$ cat src/rtl/mem_access_ctrl.sv
// Initiator-side sequencer for a 16x16 data-memory sub-segment.
// Single/burst loads and stores with a registered write strobe.
module mem_access_ctrl #(
  parameter int ADDR_W = 4,
  parameter int DATA_W = 16,
  parameter int LEN_W  = 4
) (
  input  logic              CLK_MAC,
  input  logic              RST_MAC,
  input  logic              REQ_MAC,
  input  logic              WE_REQ,
  input  logic [ADDR_W-1:0] ADDR_REQ,
  input  logic [LEN_W-1:0]  LEN_REQ,
  input  logic [DATA_W-1:0] WDATA_REQ,
  output logic              WDATA_RDY,
  output logic              ACK_MAC,
  output logic              BUSY_MAC,
  output logic              DONE_MAC,
  output logic [DATA_W-1:0] RDATA_OUT,
  output logic              RDATA_VLD,
  output logic [ADDR_W-1:0] ADDR_MEM,
  output logic [DATA_W-1:0] DATA_MEM,
  output logic              WCLK_MEM,
  input  logic [DATA_W-1:0] DATA_OUT_MEM
);

  typedef enum logic [2:0] {
    IDLE,
    W_SETUP,
    W_STROBE,
    W_RELEASE,
    R_SETUP,
    R_SAMPLE,
    DONE
  } state_t;

  state_t           state;
  state_t           state_n;
  logic [LEN_W-1:0] len_q;
  logic [LEN_W-1:0] cnt_q;
  logic             last;
  logic             accept;
  logic             step;

  assign last   = (cnt_q == len_q);
  assign accept = (state == IDLE) && REQ_MAC;
  assign step   = ((state == W_RELEASE) || (state == R_SAMPLE)) && !last;

  always_comb begin
    state_n = state;
    unique case (state)
      IDLE:      if (REQ_MAC) state_n = WE_REQ ? W_SETUP : R_SETUP;
      W_SETUP:   state_n = W_STROBE;
      W_STROBE:  state_n = W_RELEASE;
      W_RELEASE: state_n = last ? DONE : W_SETUP;
      R_SETUP:   state_n = R_SAMPLE;
      R_SAMPLE:  state_n = last ? DONE : R_SETUP;
      DONE:      state_n = IDLE;
      default:   state_n = IDLE;
    endcase
  end

  // Control outputs are registered from the next state so they line up
  // with the state they describe and never glitch.
  always_ff @(posedge CLK_MAC or posedge RST_MAC) begin
    if (RST_MAC) begin
      state     <= IDLE;
      ACK_MAC   <= 1'b0;
      BUSY_MAC  <= 1'b0;
      DONE_MAC  <= 1'b0;
      WDATA_RDY <= 1'b0;
      WCLK_MEM  <= 1'b0;
      RDATA_VLD <= 1'b0;
    end else begin
      state     <= state_n;
      ACK_MAC   <= accept;
      BUSY_MAC  <= (state_n != IDLE);
      DONE_MAC  <= (state_n == DONE);
      WDATA_RDY <= (state_n == W_SETUP);
      WCLK_MEM  <= (state_n == W_STROBE);
      RDATA_VLD <= (state == R_SAMPLE);
    end
  end

  always_ff @(posedge CLK_MAC or posedge RST_MAC) begin
    if (RST_MAC) begin
      len_q     <= '0;
      cnt_q     <= '0;
      ADDR_MEM  <= '0;
      DATA_MEM  <= '0;
      RDATA_OUT <= '0;
    end else begin
      if (accept) begin
        len_q    <= LEN_REQ;
        cnt_q    <= '0;
        ADDR_MEM <= ADDR_REQ;
      end else if (step) begin
        cnt_q    <= cnt_q + LEN_W'(1);
        ADDR_MEM <= ADDR_MEM + ADDR_W'(1);
      end
      if (state == W_SETUP) DATA_MEM <= WDATA_REQ;
      if (state == R_SAMPLE) RDATA_OUT <= DATA_OUT_MEM;
    end
  end

endmodule

$ cat config.mk
export PLATFORM = sky130hd
export DESIGN_NAME = mem_access_ctrl
export DESIGN_NICKNAME = d
export VERILOG_FILES = /design/src/rtl/mem_access_ctrl.sv
export SDC_FILE = /design/constraint.sdc
export NUM_CORES = 1
export LEC_CHECK = 0
export CAP_MARGIN = 20
export CORE_MARGIN = 2
export CORE_UTILIZATION = 43
export CTS_CLUSTER_DIAMETER = 150
export DETAILED_ROUTE_END_ITERATION = 8
export MAX_ROUTING_LAYER = met4
export PLACE_DENSITY = 0.79
export SLEW_MARGIN = 10
export SYNTH_ARGS = -nofsm -noshare
export SYNTH_HDL_FRONTEND = slang
export SYNTH_SLANG_ARGS = --single-unit
$ cat constraint.sdc
create_clock -name CLK_MAC -period 2.54 [get_ports CLK_MAC]
set_input_delay 0.381 -clock CLK_MAC [delete_from_list [all_inputs] [get_ports CLK_MAC]]
set_output_delay 0.381 -clock CLK_MAC [all_outputs]
set_load 0.02 [all_outputs]
-- Word-level counts from Yosys, hierarchy flattened
Index checks and enable logic that the tools add are counted.
- add/subtract/negate cells: 2
- equal/unequal tests: 9
- mux-type cells: 9
- reduce and logical (&&, ||, !) cells: 7
- operators by type and width (cell ; number):
    one-hot mux 3 bit (6 select lines) ; 1
    2-to-1 mux 4 bit ; 4
    == test 3 x 2 -> 1 bit, second input constant ; 3
    == test 3 bit, second input constant ; 3
    2-to-1 mux 3 bit ; 3
    adder 4 x 1 -> 4 bit, second input constant ; 2
    == test 3 x 1 -> 1 bit, second input constant ; 2
    == test 4 bit ; 1
    logical NOT 3 bit ; 1
    nonzero test 3 bit ; 1
    logical AND 1 bit ; 2
    2-to-1 mux 2 bit ; 1
    nonzero test 2 bit ; 1
    logical NOT 1 bit ; 1
    logical OR 1 bit ; 1
- flip-flop bits (word level): 53
- input port bits: 44
- output and inout bits: 42
- logic and storage cells: 39

-- Depth between registers and ports, before layout
Gate-level depths: netlist of run 1.
- depth after elaboration: 5
- depth in mapped cells: 7
- gate-level depth less buffers: 5

-- Worst setup path before layout of run 1
No wires, ideal clock.
- path kind: register to register
- from: reg state[2]
- to: reg DATA_MEM[0]
- setup time: 0.125 ns
- arrival: 1.506 ns
- required time: 2.415 ns
- path slack: 0.909 ns
- cell stages (with the launch flop): 5
- buffers on the path: 2
- clock period less this slack: 1.631 ns
- cells stage by stage: dfrtp_1 > buf_6 > nor3b_2 > buf_2 > mux2_2
- word-level cells in the longest chain between the ends: 1
- ends and longest elaborated chain (what ; RTL line ; text):
    from (decl) ; 37 ; state_t state;
    from (signal assigned) ; 75 ; state <= state_n;
    == test 3 x 1 -> 1 bit ; 101 ; if (state == W_SETUP) DATA_MEM <= WDATA_REQ;
    to (signal assigned) ; 90 ; DATA_MEM <= '0;
    to (signal assigned) ; 101 ;
    to (decl) ; 22 ; output logic [DATA_W-1:0] DATA_MEM,
No other way between the ends.
A chain may end at the register's enable or synchronous reset.

-- Final worst setup path of run 1
- from: reg state[1]
- to: reg ADDR_MEM[3]
- word-level cells in the longest chain between the ends: 4
- elaborated cells between the ends (all ways): 8
- classes of those cells: eq/ne: 2; mux: 1; reduce/logical: 5
- ends and longest elaborated chain (what ; RTL line ; text):
    == test 3 x 2 -> 1 bit / == test 3 bit (equally long branches) ; 47 ; assign step = ((state == W_RELEASE) || (state == R_SAMPLE)) && !last;
    logical OR 1 bit ; 47 ;
    logical AND 1 bit ; 47 ;
    nonzero test 2 bit (no source line) ; -- ;
    to (signal assigned) ; 99 ; ADDR_MEM <= ADDR_MEM + ADDR_W'(1);
    to (decl) ; 21 ; output logic [ADDR_W-1:0] ADDR_MEM,
Parallel ways exist; a longest one is shown, timed or not.

==> results of run 1 <==
[metrics by stage]
stage	setup WS (ps)	util, %	hold slack (ps)	area, µm²	total power [mW]
5_1_grt	518	63.7	498	3210	4.35
3_3_place_gp	429	62.0	456	3130	3.56
4_1_cts	626	63.7	465	3210	4.09
2_1_floorplan	873	-	467	2210	2.73
6_report	645	63.7	452	3210	4.04
3_5_place_dp	393	62.0	462	3130	3.63
[flip-flops by register name, indices dropped and copies added, names as in the netlist]
register,cells
cnt_q,4
DONE_MAC,1
BUSY_MAC,1
WDATA_RDY,1
RDATA_OUT,16
DATA_MEM,16
len_q,4
WCLK_MEM,1
RDATA_VLD,1
ACK_MAC,1
state,3
ADDR_MEM,4
[routing by layer]
metal | part of all wire (%) | vias up
met5 | 0 | -
met4 | 1.1 | 0
met3 | 5.0 | 5
met2 | 52 | 48
met1 | 42 | 829
li1 | - | 852
[final timing paths]
path,end,cells past startpoint
worst max register to register,ADDR_MEM[3],5
worst min register to register,RDATA_OUT[10],2
worst min-delay path,RDATA_OUT[13],2
worst max-delay path,ADDR_MEM[3],5
min in group CLK_MAC,RDATA_OUT[10],2
max in group asynchronous,ACK_MAC,3
[synth_stat cells, types with 3 or more instances]
master / instances
nand4_1: 3
nor3_1: 3
inv_1: 4
clkbuf_1: 5
dfrtp_1: 53
mux2i_1: 3
nor2_1: 5
nand2_1: 68
mux2_2: 16
xnor2_1: 4
a21oi_1: 5
nand3_1: 3
[worst max-delay path, delay by kind of cell, from the launching register on]
kind	cells	cell delay, ps
simple gates	3	830
compound gates	1	220
flops	1	530
buf+inv	1	190
[logic make-up after synthesis]
group           count (synthesis)  synth area share [%]
fa+ha+maj                       2                  1.13
compound gates                 16                  5.50
buf+inv                        15                  3.40
mux                            19                  9.53
flops                          53                  60.1
xor+xnor                        5                  1.99
simple gates                   92                  18.3
[power breakdown]
group | switching, mW | internal, mW
logic | 1.03 | 1.03
clock network | 0.244 | 0.217
registers | 0.286 | 1.24
[cell usage in the layout, fill, tap and decap left out, types with 3 or more instances in the layout]
cell type,n
clkdlybuf4s50_1,85
nand2_1,68
dfrtp_1,53
mux2_2,16
clkbuf_8,6
a21oi_1,5
nor2_1,5
xnor2_1,4
inv_1,3
nand4_1,3
mux2i_1,3
nand3_1,3
nor3_1,3
[area by class of cell]
class	count	share of cell area [%]
Sequential cell	53	41.3
Timing Repair Buffer	88	27.6
Multi-Input combinational cell	134	25.0
Tap cell	70	2.72
Clock buffer	7	2.69
Inverter	6	0.740
==> summary.md, run 1 <==
| Metric | Value |
|---|---|
| Placement Rows | 26 |
| Max Slew Vio Count | 0 |
| Syn Area/Cell | about 11 µm² |
| Number of global-route vias before repair | roughly 1700 |
| Final Non-Filler Cells | between 300 and 400 |
| Largest net degree at the start of global routing | 29 |
| Required time of the critical path | roughly 2700 ps |
| Post-synthesis cell count | between 200 and 250 |
| Die area | ~0.0057 mm² |
| Reg-to-reg slack, setup | 640 ps |
| Setup crit end kind | register |
| Clock transition at path regs | 80 ps |
| Met3 usage | around 4.2% |
| GRT Total Usage | a little under a fifth |
| Static Leak | 1.42 nW |
| Yosys top cell by area | dfrtp_1 |
| Fill cells | about 440 |
| Relative slew slack | between 60% and 70% |
| Synth Flop Type | dfrtp_1 |
| Area of the multi-input gates | 805 µm² |
| Worst-Margin Slew | 552 ps |
| Pre-antenna DRT Iters | 4 |
| IO buf count | 85 |
| DRC | 0 |
| Die extent in y | about 76 µm |
| #FFs+latches synth | 53 |
| Placed insts | 351 |
| CP startpoint | state[1] |
| Top-area cell type share of the netlist area | roughly 60% |
| CTS Buf Count | 5 |
| Unrepaired setup endpoints after global routing | false |
| Worst EP arrival | 2080 ps |
| Critical path's largest stage delay | 690 ps |
| Htree depth | 2 |
| Clk_skew | about 2.8 ps |
| CP Max Fanout | 14 |
| Post-synth EDFFs | 0 |
| Clock Latency Late Sink | about 290 ps |
| Layout net count | about 330 |
| Placeable Area | between 0.005 and 0.006 mm² |
| Die span in x | between 70 and 80 µm |
| Cell area after synthesis | 0.00221 mm² |
| HP Class | primary input to async pin |
| GRT overflow | 0 |
| Startpoint Class | register |
| Final worst path period share | 74.6% |
| Initial antenna violation count | 0 |
| Slowest cell on the critical path | or4b_4 |
| Worst vdd ir | 0.583 mV |
| Register area | 0.00133 mm² |
| Post-detail-place hpwl | between 3000 and 4000 µm |
| Syn_nets | 248 |
| Hold_buf cts | 0 |
| Minimum clock period | roughly 1900 ps |
| Num ports | 86 |
| Clk root buf | clkbuf_8 |
| Power density over the cells | ~1300 mW/mm² |
| Fmax | roughly 530 MHz |
| Status | finished clean |
| Post-CTS setup buffers | 0 |
| TritonCTS clock tree | done |
| Antenna cells | 0 |
| Final ANT Viol Nets | 0 |
| Most Crowded Layer GR | met2 |
| Clk sink count | between 50 and 60 |
| Synth unique cells | 34 |
| Largest buffer count on any clock path | 2 |
| Post-detailed-route wirelength per cell | 13.0 µm |
| Synth top area cells | dfrtp_1 (60%), nand2_1 (12%), mux2_2 (8.2%) |
| Routability Congestion | around 0.80 |
| Setup TNS Final | 0 ps |
| Seq/Total Area, Yosys | 60.1% |
| Met1 usage | a little over a fifth |
| FF-to-FF Start | state[1] |
| Resize count post-CTS | 0 |
| CP Class | register to register |
| Starting DRT DRC Count | ~70 |
| Yosys warns | 0 |
| Final setup viols | 0 |
| Starting Density | 43.7% |
| CP Cell Sequence | or4b_4 > clkinv_2 > nor2_2 > a221oi_2 > nand3b_1 |
| Hold Vio Cnt, Final | 0 |
| Met2 Use GR | 31.2% |
| Max_cap viols | 0 |
| Area grow syn2layout | 45.7% |
| Asr flop ratio synth | between 90% and 100% |
| Post-Route WL | 4650 µm |
| Layout cells sized above 1 | 10.8% |
| Number of vias per cell | 4.84 |
| Via count | 1734 |
| First-pass GRT wire length | just under 8000 µm |
(Power assumes the default switching activity.)
==> inputs of run 2 (changes only) <==
--- a/config.mk
+++ b/config.mk
@@ -7,11 +7,11 @@
 export LEC_CHECK = 0
 export CAP_MARGIN = 20
 export CORE_MARGIN = 2
-export CORE_UTILIZATION = 43
+export CORE_UTILIZATION = 39
 export CTS_CLUSTER_DIAMETER = 150
 export DETAILED_ROUTE_END_ITERATION = 8
 export MAX_ROUTING_LAYER = met4
-export PLACE_DENSITY = 0.79
+export PLACE_DENSITY = 0.76
 export SLEW_MARGIN = 10
 export SYNTH_ARGS = -nofsm -noshare
 export SYNTH_HDL_FRONTEND = slang
==> constraint.sdc (replaced) <==
create_clock -name CLK_MAC -period 1.6 [get_ports CLK_MAC]
set_input_delay 0.24 -clock CLK_MAC [delete_from_list [all_inputs] [get_ports CLK_MAC]]
set_output_delay 0.24 -clock CLK_MAC [all_outputs]
set_load 0.02 [all_outputs]
==> summary.md, run 2 (same netlist as run 1, synthesis figures left out) <==
| Metric | Value |
|---|---|
| Status | finished clean |
| Clk sink count | 53 |
| Via count | roughly 1800 |
| Post-Route WL | approximately 5200 µm |
| Most frequent cells in the layout | clkdlybuf4s50_1 (81), nand2_1 (68), dfrtp_1 (52) |
| Die extent in y | 79.2 µm |
| Htree depth | 2 |
| Relative slew slack | about 82% |
| Max Slew Vio Count | 0 |
| Clock transition at path regs | 100 ps |
| Fmax | approximately 640 MHz |
| Layout cells sized above 1 | between 15 and 20% |
| Number of global-route vias before repair | between 1500 and 2000 |
| Setup crit end kind | register |
| Post-detailed-route wirelength per cell | between 10 and 15 µm |
| Largest net degree at the start of global routing | 54 |
| Die area | approximately 0.0063 mm² |
| Area of the multi-input gates | ~810 µm² |
| Starting Density | between 40% and 50% |
| Layout net count | between 300 and 400 |
| Unrepaired setup endpoints after global routing | true |
| Placement Rows | 27 |
| Num ports | 86 |
| Number of vias per cell | a little under 5 |
| GRT Total Usage | around 17% |
| First-pass GRT wire length | roughly 8000 µm |
| Clk_skew | between 10 and 15 ps |
| Max_cap viols | 0 |
| Routability Congestion | approximately 0.84 |
| Minimum clock period | 1570 ps |
| Worst vdd ir | a little over 0.9 mV |
| Pre-antenna DRT Iters | 4 |
| Worst-Margin Slew | around 280 ps |
| Register area | around 0.0013 mm² |
| Area grow syn2layout | 54.2% |
| Largest buffer count on any clock path | 2 |
| Power density over the cells | between 2000 and 2500 mW/mm² |
| Final ANT Viol Nets | 0 |
| Total power | around 6.9 mW |
| TritonCTS clock tree | done |
| IO buf count | 85 |
| Startpoint Class | register |
| Biggest regs | DATA_MEM: 16 flops, RDATA_OUT: 16 flops |
| Antenna cells | 0 |
| Worst EP arrival | between 1500 and 2000 ps |
| Final setup viols | 0 |
| DRC | 0 |
| Placed insts | 366 |
| Initial antenna violation count | 0 |
| Clk root buf | clkbuf_8 |
| Most common cell after layout, fill and taps aside | clkdlybuf4s50_1 |
| Static Leak | ~1.6 nW |
| Final worst path period share | a little over nine tenths |
| Clock Latency Late Sink | 300 ps |
| CTS Buf Count | 5 |
| HP Class | primary input to async pin |
| CP Max Fanout | 7 |
| Final Non-Filler Cells | ~380 |
| Final Hold Slack | 303 ps |
| Required time of the critical path | about 1800 ps |
| CP Class | register to register |
| Starting DRT DRC Count | 68 |
| Placeable Area | around 0.0055 mm² |
| Fill cells | between 400 and 500 |
| Post-detail-place hpwl | 3720 µm |
| Die span in x | 79.2 µm |
| Hold Vio Cnt, Final | 0 |
| GRT overflow | 0 |
==> run 2: changes by cell type in the layout (fill, tap and decap cells not counted), sizes merged <==
cell           before  now
clkdlybuf4s50      85   81
clkbuf              7    6
inv                 4    5
dlymetal6s2s        0    4
buf                 3   20
bufinv              0    1
==> run 2: power breakdown <==
group	internal [mW]	switching [mW]	total, mW
Clock	0.470	0.409	0.879
Combinational	1.87	1.84	3.70
Sequential	1.97	0.366	2.33
Total	4.30	2.61	6.92
==> run 2: worst paths after layout <==
kind | start | end | slack [ps] | cells after the start
setup / recovery | state[0] | ADDR_MEM[0] | 30 | 4
hold / removal | RST_MAC | RDATA_OUT[1] | 300 | 3
setup reg to reg | state[0] | ADDR_MEM[0] | 30 | 4
hold reg to reg | RDATA_OUT[11] | RDATA_OUT[11] | 480 | 2
max in group asynchronous | RST_MAC | state[2] | 1040 | 3
min in group CLK_MAC | DATA_OUT_MEM[11] | RDATA_OUT[11] | 460 | 3
==> run 2: through the flow <==
stage | TNS, ps | instance area [µm²] | util [%] | setup slack, ps
after global placement | -580 | 3240 | 59.2 | -162
final | 0 | 3400 | 62.2 | 27.3
after detailed placement | -1000 | 3240 | 59.2 | -207
after CTS | 0 | 3350 | 61.2 | 4.90
after global routing | -124 | 3400 | 62.2 | -49.6
after floorplan | -303 | 2210 | - | -30.6
==> run 2: layout make-up <==
type | instances | share of cell area, %
tap | 72 | 2.65
multi-input combinational | 134 | 23.8
sequential | 53 | 39.0
inverter | 6 | 0.809
clock inverter | 2 | 1.14
timing repair buffer | 105 | 30.5
clock buffer | 6 | 2.13
==> run 2: layer usage <==
layer / wire length (µm) / GRT usage [%]
met1: 2490 / 22.6
met2: 2240 / 25.8
met3: 365 / 3.52
met4: 66 / 5.69
met5: 0 / -
==> run 2: what timing repair did <==
item / CTS / global route
buffers inserted: 0 / 4
endpoints found under the setup margin: 0 / 11
gates resized for setup: 0 / 10
hold buffers: 0 / 0
==> run 2: worst max-delay path: stages (launching register included) <==
cell and delay [ps]:
dfrtp_1 400, or4b_4 580, inv_6 110, a21oi_1 60
a221o_1 300
